==> config.mk <==
export PLATFORM = sky130hd
export DESIGN_NAME = regfile_port_arbiter_flat
export DESIGN_NICKNAME = d
export VERILOG_FILES = /design/src/rtl/regfile_port_arbiter_pkg.sv /design/src/rtl/regfile_port_arbiter_if.sv /design/src/rtl/regfile_port_arbiter_scoreboard.sv /design/src/rtl/regfile_port_arbiter.sv /design/src/flat_wrapper.sv
export SDC_FILE = /design/constraint.sdc
export NUM_CORES = 1
export LEC_CHECK = 0
export CELL_PAD_IN_SITES_DETAIL_PLACEMENT = 1
export CELL_PAD_IN_SITES_GLOBAL_PLACEMENT = 2
export CORE_MARGIN = 1
export CORE_UTILIZATION = 21
export CTS_BUF_LIST = sky130_fd_sc_hd__clkbuf_8 sky130_fd_sc_hd__clkbuf_16
export CTS_CLUSTER_SIZE = 14
export DETAILED_ROUTE_END_ITERATION = 10
export PLACE_DENSITY_LB_ADDON = 0.1
export SLEW_MARGIN = 15
export SYNTH_ARGS = -nofsm -noshare
export SYNTH_HDL_FRONTEND = slang
export SYNTH_SLANG_ARGS = --single-unit
==> constraint.sdc <==
create_clock -name i_clock -period 6.85 [get_ports i_clock]
set_input_delay 0.685 -clock i_clock [delete_from_list [all_inputs] [get_ports i_clock]]
set_output_delay 0.685 -clock i_clock [all_outputs]
set_load 0.05 [all_outputs]
==> src/rtl/regfile_port_arbiter_pkg.sv <==
// Shared constants and grant-source encoding for the register-bank port arbiter.
package regfile_port_arbiter_pkg;

    localparam int RF_NREG         = 16;
    localparam int RF_AW           = 4;
    localparam int RF_DW           = 32;
    localparam int RF_STARVE_LIMIT = 3;

    // Which requester owns the bank port in a given cycle.
    typedef enum logic [1:0] {
        GNT_NONE = 2'd0,
        GNT_RD   = 2'd1,
        GNT_WB0  = 2'd2,
        GNT_WB1  = 2'd3
    } gnt_src_e;

    function automatic logic gnt_is_write(gnt_src_e src);
        return (src == GNT_WB0) || (src == GNT_WB1);
    endfunction

endpackage

==> src/rtl/regfile_port_arbiter_if.sv <==
// Requester, scoreboard and bank-side signals of the register-bank port arbiter.
// The master side is the pipeline plus the bank; the slave side is the arbiter.
interface regfile_port_arbiter_if
    import regfile_port_arbiter_pkg::*;
#(
    parameter int NREG = RF_NREG,
    parameter int AW   = RF_AW,
    parameter int DW   = RF_DW
) ();

    // decode read requester
    logic            rd_req;
    logic [AW-1:0]   rd_a_addr;
    logic [AW-1:0]   rd_b_addr;
    logic            rd_gnt;
    logic            rd_valid;
    logic [DW-1:0]   rd_a_data;
    logic [DW-1:0]   rd_b_data;

    // writeback requesters (0 = ALU, 1 = load)
    logic            wb0_req;
    logic [AW-1:0]   wb0_addr;
    logic [DW-1:0]   wb0_data;
    logic            wb0_gnt;
    logic            wb1_req;
    logic [AW-1:0]   wb1_addr;
    logic [DW-1:0]   wb1_data;
    logic            wb1_gnt;

    // issue-side scoreboard
    logic            sb_set;
    logic [AW-1:0]   sb_set_addr;
    logic [NREG-1:0] sb_busy;

    // register bank control and read outputs
    logic            rf_hab_escrita;
    logic [AW-1:0]   rf_sel_c_a;
    logic [AW-1:0]   rf_sel_b;
    logic [DW-1:0]   rf_wc;
    logic [DW-1:0]   rf_a_q;
    logic [DW-1:0]   rf_b_q;

    modport master (
        output rd_req, rd_a_addr, rd_b_addr,
        output wb0_req, wb0_addr, wb0_data,
        output wb1_req, wb1_addr, wb1_data,
        output sb_set, sb_set_addr,
        output rf_a_q, rf_b_q,
        input  rd_gnt, rd_valid, rd_a_data, rd_b_data,
        input  wb0_gnt, wb1_gnt, sb_busy,
        input  rf_hab_escrita, rf_sel_c_a, rf_sel_b, rf_wc
    );

    modport slave (
        input  rd_req, rd_a_addr, rd_b_addr,
        input  wb0_req, wb0_addr, wb0_data,
        input  wb1_req, wb1_addr, wb1_data,
        input  sb_set, sb_set_addr,
        input  rf_a_q, rf_b_q,
        output rd_gnt, rd_valid, rd_a_data, rd_b_data,
        output wb0_gnt, wb1_gnt, sb_busy,
        output rf_hab_escrita, rf_sel_c_a, rf_sel_b, rf_wc
    );

endinterface

==> src/rtl/regfile_port_arbiter_scoreboard.sv <==
// Pending-write scoreboard: one busy bit per register, set by issue, cleared
// when the matching write leaves the bank port. Set beats clear on collision.
module regfile_scoreboard
    import regfile_port_arbiter_pkg::*;
#(
    parameter int NREG = RF_NREG,
    parameter int AW   = RF_AW
) (
    input  logic            i_clock,
    input  logic            i_reset,
    input  logic            i_set,
    input  logic [AW-1:0]   i_set_addr,
    input  logic            i_clr,
    input  logic [AW-1:0]   i_clr_addr,
    input  logic [AW-1:0]   i_look_a,
    input  logic [AW-1:0]   i_look_b,
    output logic [NREG-1:0] o_busy,
    output logic            o_busy_a,
    output logic            o_busy_b
);

    logic [NREG-1:0] r_busy;
    logic [NREG-1:0] w_busy_next;

    genvar gi;
    generate
        for (gi = 0; gi < NREG; gi++) begin : g_bit
            logic w_set_hit;
            logic w_clr_hit;
            assign w_set_hit = i_set && (i_set_addr == AW'(gi));
            assign w_clr_hit = i_clr && (i_clr_addr == AW'(gi));
            // set has priority so a reissue in the write's last cycle is not lost
            assign w_busy_next[gi] = w_set_hit ? 1'b1 :
                                     w_clr_hit ? 1'b0 : r_busy[gi];
        end
    endgenerate

    // busy vector register
    always_ff @(posedge i_clock or posedge i_reset) begin
        if (i_reset) begin
            r_busy <= '0;
        end else begin
            r_busy <= w_busy_next;
        end
    end

    assign o_busy   = r_busy;
    assign o_busy_a = r_busy[i_look_a];
    assign o_busy_b = r_busy[i_look_b];

endmodule

==> src/rtl/regfile_port_arbiter.sv <==
// Schedules the single shared write/read-A port of the 16x32 register bank
// among one decode reader and two writeback writers. Port values are
// registered so the bank, which samples on the falling edge, sees them stable
// for the whole grant cycle.
module regfile_port_arbiter
    import regfile_port_arbiter_pkg::*;
#(
    parameter int NREG         = RF_NREG,
    parameter int AW           = RF_AW,
    parameter int DW           = RF_DW,
    parameter int STARVE_LIMIT = RF_STARVE_LIMIT
) (
    input logic                   i_clock,
    input logic                   i_reset,
    regfile_port_arbiter_if.slave bus
);

    localparam int              SCW    = $clog2(STARVE_LIMIT + 1);
    localparam logic [SCW-1:0]  SC_MAX = SCW'(STARVE_LIMIT);

    // registered grant / port state
    logic           r_rd_gnt;
    logic           r_wb0_gnt;
    logic           r_wb1_gnt;
    logic           r_rd_valid;
    logic           r_hab;
    logic [AW-1:0]  r_sel_c_a;
    logic [AW-1:0]  r_sel_b;
    logic [DW-1:0]  r_wc;
    logic           r_rr_ptr;      // 0: wb0 preferred, 1: wb1 preferred
    logic [SCW-1:0] r_starve_cnt;

    // combinational arbitration
    logic           w_rd_eff;
    logic           w_rd_elig;
    logic           w_wb0_eff;
    logic           w_wb1_eff;
    logic           w_busy_a;
    logic           w_busy_b;
    logic [NREG-1:0] w_sb_busy;
    gnt_src_e       w_win;
    logic [SCW-1:0] w_starve_next;

    regfile_scoreboard #(
        .NREG (NREG),
        .AW   (AW)
    ) u_scoreboard (
        .i_clock    (i_clock),
        .i_reset    (i_reset),
        .i_set      (bus.sb_set),
        .i_set_addr (bus.sb_set_addr),
        .i_clr      (r_wb0_gnt | r_wb1_gnt),
        .i_clr_addr (r_sel_c_a),
        .i_look_a   (bus.rd_a_addr),
        .i_look_b   (bus.rd_b_addr),
        .o_busy     (w_sb_busy),
        .o_busy_a   (w_busy_a),
        .o_busy_b   (w_busy_b)
    );

    // A requester's req is ignored during its own grant cycle (turnaround).
    assign w_rd_eff  = bus.rd_req  && !r_rd_gnt;
    assign w_wb0_eff = bus.wb0_req && !r_wb0_gnt;
    assign w_wb1_eff = bus.wb1_req && !r_wb1_gnt;
    assign w_rd_elig = w_rd_eff && !w_busy_a && !w_busy_b;

    // pick the owner of the next port cycle
    always_comb begin
        w_win = GNT_NONE;
        if (w_rd_elig && (r_starve_cnt == SC_MAX)) begin
            w_win = GNT_RD;
        end else if (w_wb0_eff && w_wb1_eff) begin
            w_win = r_rr_ptr ? GNT_WB1 : GNT_WB0;
        end else if (w_wb0_eff) begin
            w_win = GNT_WB0;
        end else if (w_wb1_eff) begin
            w_win = GNT_WB1;
        end else if (w_rd_elig) begin
            w_win = GNT_RD;
        end
    end

    // count arbitrations an eligible read has lost to writes
    always_comb begin
        w_starve_next = r_starve_cnt;
        if (!bus.rd_req || (w_win == GNT_RD)) begin
            w_starve_next = '0;
        end else if (w_rd_elig && gnt_is_write(w_win) && (r_starve_cnt != SC_MAX)) begin
            w_starve_next = r_starve_cnt + 1'b1;
        end
    end

    // grant pulses, read-valid pipeline, round-robin pointer and starvation counter
    always_ff @(posedge i_clock or posedge i_reset) begin
        if (i_reset) begin
            r_rd_gnt     <= 1'b0;
            r_wb0_gnt    <= 1'b0;
            r_wb1_gnt    <= 1'b0;
            r_rd_valid   <= 1'b0;
            r_rr_ptr     <= 1'b0;
            r_starve_cnt <= '0;
        end else begin
            r_rd_gnt     <= (w_win == GNT_RD);
            r_wb0_gnt    <= (w_win == GNT_WB0);
            r_wb1_gnt    <= (w_win == GNT_WB1);
            r_rd_valid   <= r_rd_gnt;
            r_starve_cnt <= w_starve_next;
            if (w_win == GNT_WB0) begin
                r_rr_ptr <= 1'b1;
            end else if (w_win == GNT_WB1) begin
                r_rr_ptr <= 1'b0;
            end
        end
    end

    // bank port registers; addresses and data hold while the port is idle
    always_ff @(posedge i_clock or posedge i_reset) begin
        if (i_reset) begin
            r_hab     <= 1'b0;
            r_sel_c_a <= '0;
            r_sel_b   <= '0;
            r_wc      <= '0;
        end else begin
            r_hab <= gnt_is_write(w_win);
            case (w_win)
                GNT_RD: begin
                    r_sel_c_a <= bus.rd_a_addr;
                    r_sel_b   <= bus.rd_b_addr;
                end
                GNT_WB0: begin
                    r_sel_c_a <= bus.wb0_addr;
                    r_wc      <= bus.wb0_data;
                end
                GNT_WB1: begin
                    r_sel_c_a <= bus.wb1_addr;
                    r_wc      <= bus.wb1_data;
                end
                default: ;
            endcase
        end
    end

    assign bus.rd_gnt         = r_rd_gnt;
    assign bus.wb0_gnt        = r_wb0_gnt;
    assign bus.wb1_gnt        = r_wb1_gnt;
    assign bus.rd_valid       = r_rd_valid;
    assign bus.rf_hab_escrita = r_hab;
    assign bus.rf_sel_c_a     = r_sel_c_a;
    assign bus.rf_sel_b       = r_sel_b;
    assign bus.rf_wc          = r_wc;
    assign bus.sb_busy        = w_sb_busy;

    // bank outputs pass straight through, forced to zero while reset is held
    assign bus.rd_a_data = i_reset ? '0 : bus.rf_a_q;
    assign bus.rd_b_data = i_reset ? '0 : bus.rf_b_q;

endmodule

==> src/flat_wrapper.sv <==
// flat-port wrapper written by rule: the top's interface ports become plain ports
module regfile_port_arbiter_flat import regfile_port_arbiter_pkg::*;
#(
    parameter int NREG         = RF_NREG,
    parameter int AW           = RF_AW,
    parameter int DW           = RF_DW,
    parameter int STARVE_LIMIT = RF_STARVE_LIMIT
)
  (i_clock, i_reset, bus_rd_req, bus_rd_a_addr, bus_rd_b_addr, bus_wb0_req, bus_wb0_addr, bus_wb0_data, bus_wb1_req, bus_wb1_addr, bus_wb1_data, bus_sb_set, bus_sb_set_addr, bus_rf_a_q, bus_rf_b_q, bus_rd_gnt, bus_rd_valid, bus_rd_a_data, bus_rd_b_data, bus_wb0_gnt, bus_wb1_gnt, bus_sb_busy, bus_rf_hab_escrita, bus_rf_sel_c_a, bus_rf_sel_b, bus_rf_wc);
  regfile_port_arbiter_if #(.NREG(NREG), .AW(AW), .DW(DW)) bus_i ();
  input logic i_clock;
  input logic i_reset;
  input wire logic [$bits(bus_i.rd_req)-1:0] bus_rd_req;
  input wire logic [$bits(bus_i.rd_a_addr)-1:0] bus_rd_a_addr;
  input wire logic [$bits(bus_i.rd_b_addr)-1:0] bus_rd_b_addr;
  input wire logic [$bits(bus_i.wb0_req)-1:0] bus_wb0_req;
  input wire logic [$bits(bus_i.wb0_addr)-1:0] bus_wb0_addr;
  input wire logic [$bits(bus_i.wb0_data)-1:0] bus_wb0_data;
  input wire logic [$bits(bus_i.wb1_req)-1:0] bus_wb1_req;
  input wire logic [$bits(bus_i.wb1_addr)-1:0] bus_wb1_addr;
  input wire logic [$bits(bus_i.wb1_data)-1:0] bus_wb1_data;
  input wire logic [$bits(bus_i.sb_set)-1:0] bus_sb_set;
  input wire logic [$bits(bus_i.sb_set_addr)-1:0] bus_sb_set_addr;
  input wire logic [$bits(bus_i.rf_a_q)-1:0] bus_rf_a_q;
  input wire logic [$bits(bus_i.rf_b_q)-1:0] bus_rf_b_q;
  output wire logic [$bits(bus_i.rd_gnt)-1:0] bus_rd_gnt;
  output wire logic [$bits(bus_i.rd_valid)-1:0] bus_rd_valid;
  output wire logic [$bits(bus_i.rd_a_data)-1:0] bus_rd_a_data;
  output wire logic [$bits(bus_i.rd_b_data)-1:0] bus_rd_b_data;
  output wire logic [$bits(bus_i.wb0_gnt)-1:0] bus_wb0_gnt;
  output wire logic [$bits(bus_i.wb1_gnt)-1:0] bus_wb1_gnt;
  output wire logic [$bits(bus_i.sb_busy)-1:0] bus_sb_busy;
  output wire logic [$bits(bus_i.rf_hab_escrita)-1:0] bus_rf_hab_escrita;
  output wire logic [$bits(bus_i.rf_sel_c_a)-1:0] bus_rf_sel_c_a;
  output wire logic [$bits(bus_i.rf_sel_b)-1:0] bus_rf_sel_b;
  output wire logic [$bits(bus_i.rf_wc)-1:0] bus_rf_wc;
  assign bus_i.rd_req = bus_rd_req;
  assign bus_i.rd_a_addr = bus_rd_a_addr;
  assign bus_i.rd_b_addr = bus_rd_b_addr;
  assign bus_i.wb0_req = bus_wb0_req;
  assign bus_i.wb0_addr = bus_wb0_addr;
  assign bus_i.wb0_data = bus_wb0_data;
  assign bus_i.wb1_req = bus_wb1_req;
  assign bus_i.wb1_addr = bus_wb1_addr;
  assign bus_i.wb1_data = bus_wb1_data;
  assign bus_i.sb_set = bus_sb_set;
  assign bus_i.sb_set_addr = bus_sb_set_addr;
  assign bus_i.rf_a_q = bus_rf_a_q;
  assign bus_i.rf_b_q = bus_rf_b_q;
  assign bus_rd_gnt = bus_i.rd_gnt;
  assign bus_rd_valid = bus_i.rd_valid;
  assign bus_rd_a_data = bus_i.rd_a_data;
  assign bus_rd_b_data = bus_i.rd_b_data;
  assign bus_wb0_gnt = bus_i.wb0_gnt;
  assign bus_wb1_gnt = bus_i.wb1_gnt;
  assign bus_sb_busy = bus_i.sb_busy;
  assign bus_rf_hab_escrita = bus_i.rf_hab_escrita;
  assign bus_rf_sel_c_a = bus_i.rf_sel_c_a;
  assign bus_rf_sel_b = bus_i.rf_sel_b;
  assign bus_rf_wc = bus_i.rf_wc;
  regfile_port_arbiter #(.NREG(NREG), .AW(AW), .DW(DW), .STARVE_LIMIT(STARVE_LIMIT)) u_core (.i_clock(i_clock), .i_reset(i_reset), .bus(bus_i));
endmodule
==> results of run 1 <==
-- cells in the mapped netlist (2+ instances only) --
cell | instances | area [um2]
sky130_fd_sc_hd__nor2b_1 | 66 | 412.9
sky130_fd_sc_hd__mux4_1 | 4 | 105.1
sky130_fd_sc_hd__nand3_1 | 67 | 335.3
sky130_fd_sc_hd__buf_2 | 9 | 45.04
sky130_fd_sc_hd__mux2i_1 | 20 | 200.2
sky130_fd_sc_hd__a41oi_1 | 32 | 280.3
sky130_fd_sc_hd__inv_1 | 3 | 11.26
sky130_fd_sc_hd__mux4_2 | 2 | 45.04
sky130_fd_sc_hd__or2_2 | 2 | 12.51
sky130_fd_sc_hd__nor2_1 | 37 | 138.9
sky130_fd_sc_hd__a21oi_1 | 33 | 165.2
sky130_fd_sc_hd__buf_4 | 4 | 30.03
sky130_fd_sc_hd__clkbuf_1 | 24 | 90.09
sky130_fd_sc_hd__o211ai_1 | 2 | 15.01
sky130_fd_sc_hd__dfrtp_1 | 64 | 1602
sky130_fd_sc_hd__nand2_1 | 8 | 30.03
sky130_fd_sc_hd__nand2b_1 | 5 | 31.28
sky130_fd_sc_hd__o21ai_0 | 31 | 155.2
sky130_fd_sc_hd__mux2_2 | 4 | 45.04
sky130_fd_sc_hd__nand3b_1 | 3 | 22.52
sky130_fd_sc_hd__a21boi_0 | 2 | 15.01
sky130_fd_sc_hd__buf_6 | 3 | 33.78
sky130_fd_sc_hd__and3_1 | 32 | 200.2
sky130_fd_sc_hd__o31ai_1 | 2 | 15.01
-- flip-flops by register name, summed over array words and instances (netlist names) --
name,flops
u_core.r_starve_cnt,2
u_core.bus.rf_hab_escrita,1
u_core.bus.wb0_gnt,1
u_core.bus.rf_sel_b,4
u_core.r_rr_ptr,1
u_core.bus.rf_sel_c_a,4
u_core.bus.wb1_gnt,1
u_core.u_scoreboard.o_busy,16
u_core.bus.rd_valid,1
u_core.bus.rd_gnt,1
u_core.bus.rf_wc,32
-- metrics by stage --
step | utilization [%] | area [um2]
after floorplan | - | 4222
after global placement | 36.85 | 7218
after detailed placement | 36.85 | 7218
after CTS | 38.60 | 7562
after global routing | 38.60 | 7562
final | 38.60 | 7562
-- worst paths after layout --
path	startpoint	end	cells after the start
worst max-delay path	bus_rd_a_addr[0]	u_core.bus.rf_wc[21]$_DFFE_PP0P_	7
worst max register to register	u_core.u_scoreboard.o_busy[14]$_DFFE_PP0P_	u_core.bus.rf_wc[21]$_DFFE_PP0P_	6
worst min register to register	u_core.bus.rd_gnt$_DFF_PP0_	u_core.bus.rd_valid$_DFF_PP0_	0
max in group asynchronous	i_reset	u_core.u_scoreboard.o_busy[5]$_DFFE_PP0P_	4
worst min-delay path	u_core.bus.rd_gnt$_DFF_PP0_	u_core.bus.rd_valid$_DFF_PP0_	0
min in group asynchronous	i_reset	u_core.bus.rf_wc[23]$_DFFE_PP0P_	3
-- power by group --
| group | switching (uW) | internal, uW | leakage (uW) |
|---|---|---|---|
| sequential | 169 | 552 | 0.000736 |
| combinational | 1140 | 628 | 0.00202 |
| clock | 184 | 363 | 0.000161 |
| total | 1500 | 1540 | 0.00292 |
-- cell families after synthesis --
logic type	after synthesis	share of synthesized area, %
simple gates	229	29.64
compound gates	110	17.46
flops	64	37.94
buf+inv	43	4.979
mux	31	9.691
fa+ha+maj	1	0.2963
-- cell type report --
| cell class | count | area (um2) |
|---|---|---|
| clock inverter | 5 | 105.1 |
| clock buffer | 10 | 239.0 |
| multi-input combinational | 371 | 2429 |
| inverter | 3 | 11.26 |
| fill | 2287 | 12030 |
| tap | 265 | 331.6 |
| sequential | 64 | 1602 |
| timing repair buffer | 287 | 2845 |
-- routing by layer --
layer | vias up | global-route usage (%) | part of all wire (%)
met1 | 2394 | 21.15 | 38
met2 | 201 | 35.87 | 52
met3 | 23 | 5.731 | 8.1
met5 | - | 0 | 0.085
met4 | 2 | 7.279 | 1.7
li1 | 2264 | - | -
==> results.json, run 1 <==
{
  "clockBufferDepth": 2,
  "layoutNonFillerInstCount": 1005,
  "antenna_found_initial": 1,
  "worst_slew_margin_pct": 48.06,
  "seq_area_frac_synth_pct": 37.94,
  "cts_tree": "done",
  "synthFlopType": "sky130_fd_sc_hd__dfrtp_1",
  "mappedNetlistNets": 633,
  "place_inst": 990,
  "timing.reg2reg.setup_slack_ns": 4.27,
  "synthCells": 478,
  "post-route-worst-setup-slack_ns": 3.529,
  "worst_ep_required_time_ns": 7.01,
  "place.gp.congestion": 0.7793,
  "port_buffers": 278,
  "report.final.slew_viol_count": 0,
  "avgRoutedWirePerCell_um": 20.00,
  "run_status": "finished clean",
  "irDropWorstVdd_v": 0.0001219,
  "num-nets-final": 891,
  "pre_cts_ws_ns": 3.146,
  "starting_utilization_of_the_core_area_pct": 21.55,
  "clkSinkCount": 64,
  "largest_net_degree_at_the_start_of_global_routing": 73,
  "p_leak_uw": 0.002917,
  "die-area_mm2": 0.02067,
  "clk_transition_reported_paths_ns": 0.06,
  "synthesis.area_per_instance_um2": 8.832,
  "final_antenna_net_count": 0,
  "vias_per_cell": 4.860,
  "finalSetupTns_ns": 0,
  "die_h_um": 143.8,
  "drc": 0,
  "crit_path_max_fanout": 72,
  "antenna-diode-count": 0,
  "unrepaired_setup_endpoints_after_global_routing": "false",
  "synthDistinctLibCells": 43,
  "cts_root_buf": "sky130_fd_sc_hd__clkbuf_16",
  "grt_pass1_wl_um": 29830,
  "via_count": 4884,
  "ctsHoldBuffers": 0,
  "dp_hpwl_um": 15140,
  "final_hold_viol_count": 0,
  "cts.repair.resized": 0,
  "worst_pin_slew_ns": 0.7791,
  "timing.critical_path.slowest_stage_cell": "sky130_fd_sc_hd__clkdlybuf4s50_1",
  "coreArea_mm2": 0.01959,
  "finalWirelength_um": 20100,
  "cts_htree_levels": 3,
  "grt_pass1_vias": 5182,
  "initial_detailed_routing_violation_count": 176,
  "asyncSetResetFlopFracSynth_pct": 100.0,
  "mostFrequentLayoutCell": "sky130_fd_sc_hd__clkdlybuf4s50_1",
  "synth_area_mm2": 0.004222,
  "final.period_utilization_pct": 48.49,
  "path_cells": "clkdlybuf4s50_1 > mux2i_1 > mux4_2 > a22oi_4 > o32a_2 > buf_4 > a41oi_1",
  "worst_hold_slack_ns": 0.4908,
  "die_width_um": 143.8,
  "synth.yosys.warnings": 0,
  "holdCritPathClass": "register to register",
  "number_of_flops_mapped_to_enable_cells_by_yosys": 0,
  "powerDensity_mw_per_mm2": 402.1,
  "cp-end-kind": "register",
  "max_stage_delay_ns": 0.77,
  "totalPowerFinal_uw": 3041,
  "drt_first_pass_iters": 5,
  "worst_ep_arrival_time_ns": 3.48,
  "timing_worst_setup_path_type": "input port to register",
  "io_pins": 279,
  "worstSkewPairLatency_ns": 0.35,
  "area.growth.synth_to_final_pct": 79.13,
  "overflow": 0,
  "maxClockFrequency_mhz": 301.1,
  "drv_cap": 0,
  "ys_seq_elements": 64,
  "grt.total_usage_pct": 19.59,
  "finalClockSkew_ns": 0.007505,
  "startpoint_type_of_the_worst_setup_path": "input port",
  "buffers_inverters_on_critical_path": 2,
  "mostFrequentLayoutCells": "277 x sky130_fd_sc_hd__clkdlybuf4s50_1, 67 x sky130_fd_sc_hd__nand3_1, 66 x sky130_fd_sc_hd__nor2b_1",
  "post_route_cells_drive_above_1_share_pct": 6.081,
  "timing.final.setup_violations": 0,
  "worst_path_dominant_cell_family": "buffers and inverters",
  "post-cts-setup-buffer-count": 0,
  "final_period_minus_worst_setup_slack_ns": 3.321,
  "floorplan.rows": 51,
  "cts-buffers-inserted": 9
}
(Power assumes the default switching activity.)
==> run 2: changes to the inputs <==
--- a/config.mk
+++ b/config.mk
@@ -8,7 +8,7 @@
 export CELL_PAD_IN_SITES_DETAIL_PLACEMENT = 1
 export CELL_PAD_IN_SITES_GLOBAL_PLACEMENT = 2
 export CORE_MARGIN = 1
-export CORE_UTILIZATION = 21
+export CORE_UTILIZATION = 17
 export CTS_BUF_LIST = sky130_fd_sc_hd__clkbuf_8 sky130_fd_sc_hd__clkbuf_16
 export CTS_CLUSTER_SIZE = 14
 export DETAILED_ROUTE_END_ITERATION = 10
==> constraint.sdc (replaced) <==
create_clock -name i_clock -period 3 [get_ports i_clock]
set_input_delay 0.3 -clock i_clock [delete_from_list [all_inputs] [get_ports i_clock]]
set_output_delay 0.3 -clock i_clock [all_outputs]
set_load 0.05 [all_outputs]
==> results.json, run 2 (synthesis results as in run 1) <==
{
  "grt.total_usage_pct": 16.65,
  "powerDensity_mw_per_mm2": 905.8,
  "worst_ep_required_time_ns": 3.21,
  "timing.final.setup_violations": 0,
  "pre_cts_ws_ns": 0.07327,
  "crit_path_max_fanout": 20,
  "power.switching_fraction_pct": 50.10,
  "area.growth.synth_to_final_pct": 83.94,
  "run_status": "finished clean",
  "timing.critical_path.slowest_stage_cell": "sky130_fd_sc_hd__clkdlybuf4s50_1",
  "io_pins": 279,
  "mostFrequentLayoutCells": "277 x sky130_fd_sc_hd__clkdlybuf4s50_1, 67 x sky130_fd_sc_hd__nand3_1, 66 x sky130_fd_sc_hd__nor2b_1",
  "dp_hpwl_um": 15910,
  "avgRoutedWirePerCell_um": 19.71,
  "final_antenna_net_count": 0,
  "hold_path_depth": 0,
  "pwr-share-comb_pct": 59.6,
  "unrepaired_setup_endpoints_after_global_routing": "false",
  "worstReg2RegStart": "u_core.u_scoreboard.o_busy[13]$_DFFE_PP0P_",
  "worst_ep_arrival_time_ns": 2.78,
  "drc": 0,
  "crit-reg2reg-capture": "u_core.bus.rf_sel_c_a[2]$_DFFE_PP0P_",
  "path_cells": "clkdlybuf4s50_1 > mux4_1 > mux2i_1 > mux2i_2 > or2_1 > buf_4 > o211ai_1 > a22oi_1",
  "ff_latch_area_mm2": 0.001602,
  "ctsHoldBuffers": 0,
  "post-cts-setup-buffer-count": 0,
  "layoutNonFillerInstCount": 1074,
  "switching_power_summed_over_all_nets_uw": 3524,
  "timing.reg2reg.setup_slack_ns": 0.69,
  "maxClockFrequency_mhz": 389.1,
  "starting_utilization_of_the_core_area_pct": 17.36,
  "overflow": 0,
  "via_count": 4912,
  "mostFrequentLayoutCell": "sky130_fd_sc_hd__clkdlybuf4s50_1",
  "clk_transition_reported_paths_ns": 0.06,
  "cell_internal_pwr_uw": 3510,
  "drt_first_pass_iters": 4,
  "gr-usage-met2_pct": 30.21,
  "final.fill_count": 2776,
  "place.gp.congestion": 0.8666,
  "timing_worst_setup_path_type": "input port to register",
  "power.share.sequential_pct": 23.6,
  "port_buffers": 278,
  "vias_per_cell": 4.574,
  "finalSetupTns_ns": 0,
  "global_route_hottest_layer": "met2",
  "drv_cap": 0,
  "min_to": "u_core.bus.rd_valid$_DFF_PP0_",
  "final.period_utilization_pct": 85.67,
  "worst_pin_slew_ns": 1.081,
  "initial_detailed_routing_violation_count": 173,
  "startpoint_type_of_the_worst_setup_path": "input port",
  "cts_tree": "done",
  "irDropWorstVdd_v": 0.0003398,
  "grt_pass1_wl_um": 32420,
  "report.final.slew_viol_count": 0,
  "cts_root_buf": "sky130_fd_sc_hd__clkbuf_16",
  "cts_htree_levels": 3,
  "holdCritPathClass": "register to register",
  "clockBufferDepth": 2,
  "cts-buffers-inserted": 9,
  "reg2regPathDepth": 7,
  "die-area_mm2": 0.02547,
  "post_route_cells_drive_above_1_share_pct": 7.210,
  "max_stage_delay_ns": 0.65,
  "grt.met1_usage_pct": 18.74,
  "cp-end-kind": "register",
  "largest_net_degree_at_the_start_of_global_routing": 66,
  "cts.repair.resized": 0,
  "antenna_found_initial": 1,
  "finalWirelength_um": 21170,
  "min-delay-start": "u_core.bus.rd_gnt$_DFF_PP0_",
  "gr-usage-met3_pct": 4.194,
  "largest_register_ff_count": 32,
  "final_period_minus_worst_setup_slack_ns": 2.570,
  "die_width_um": 159.6,
  "worst_path_dominant_cell_family": "multiplexers",
  "post-route-worst-setup-slack_ns": 0.4299,
  "power_frac_clock_pct": 16.8,
  "buffers_inverters_on_critical_path": 2,
  "final_hold_viol_count": 0,
  "layout.cell_area.non_filler_mm2": 0.007765,
  "clkSinkCount": 64,
  "num-nets-final": 899,
  "dpl_cell_area_mm2": 0.007435,
  "floorplan.rows": 57,
  "worst_slew_margin_pct": 27.95,
  "finalClockSkew_ns": 0.009739,
  "die_h_um": 159.6,
  "worstSkewPairLatency_ns": 0.34,
  "multi_input_gate_area_in_the_final_layout_mm2": 0.002436,
  "place_inst": 1057,
  "grt_pass1_vias": 5598,
  "coreArea_mm2": 0.02432,
  "p_leak_uw": 0.002980
}
-- run 2: cell types whose count changed in the layout (fill, tap and decap cells not counted), sizes merged --
cell,change
diode,+1
bufinv,-1
clkinvlp,-1
buf,+8
inv,+2
clkbuf,-1
clkinv,+2
-- run 2: worst max path at each step --
stage	start	to	slack (ns)	cells past startpoint
floorplan	u_core.u_scoreboard.o_busy[5]$_DFFE_PP0P_	u_core.bus.rf_sel_b[0]$_DFFE_PP0P_	0.57	7
CTS	bus_rd_b_addr[2]	u_core.bus.rf_sel_c_a[2]$_DFFE_PP0P_	0.43	8
global route	bus_rd_b_addr[2]	u_core.bus.rf_wc[2]$_DFFE_PP0P_	0.33	8
finish	bus_rd_b_addr[2]	u_core.bus.rf_sel_c_a[2]$_DFFE_PP0P_	0.43	8
global placement	bus_rd_b_addr[2]	u_core.bus.rf_sel_c_a[2]$_DFFE_PP0P_	0.13	8
detailed placement	bus_rd_b_addr[2]	u_core.bus.rf_sel_c_a[2]$_DFFE_PP0P_	0.07	8
-- run 2: cell type report --
cell class                      count  area share, %
Inverter                            3         0.1450
Antenna cell                        1        0.03223
Sequential cell                    64          20.63
Tap cell                          324          5.221
Multi-Input combinational cell    371          31.37
Clock buffer                        9          2.900
Timing Repair Buffer              295          38.38
Clock inverter                      7          1.321
-- run 2: per-layer routing --
metal / share of wire (%) / vias up
met5: 0 / -
met4: 2.1 / 0
met3: 6.5 / 19
met2: 51 / 201
met1: 41 / 2406
li1: - / 2286
-- run 2: power by group through the flow --
stage	clock [uW]	sequential, uW	combinational [uW]
floorplan	0	2890	1300
global placement	0	1690	4190
detailed placement	0	1670	4230
CTS	1220	1670	4250
global route	1250	1720	4430
finish	1180	1660	4190
-- run 2: metrics by stage --
| stage | total power (uW) | hold slack [ns] | utilization (%) |
|---|---|---|---|
| after floorplan | 4184 | 0.4489 | - |
| after global placement | 5871 | 0.5046 | 30.57 |
| after detailed placement | 5903 | 0.5094 | 30.57 |
| after CTS | 7136 | 0.5234 | 31.92 |
| after global routing | 7399 | 0.5278 | 31.92 |
| final | 7034 | 0.5215 | 31.93 |
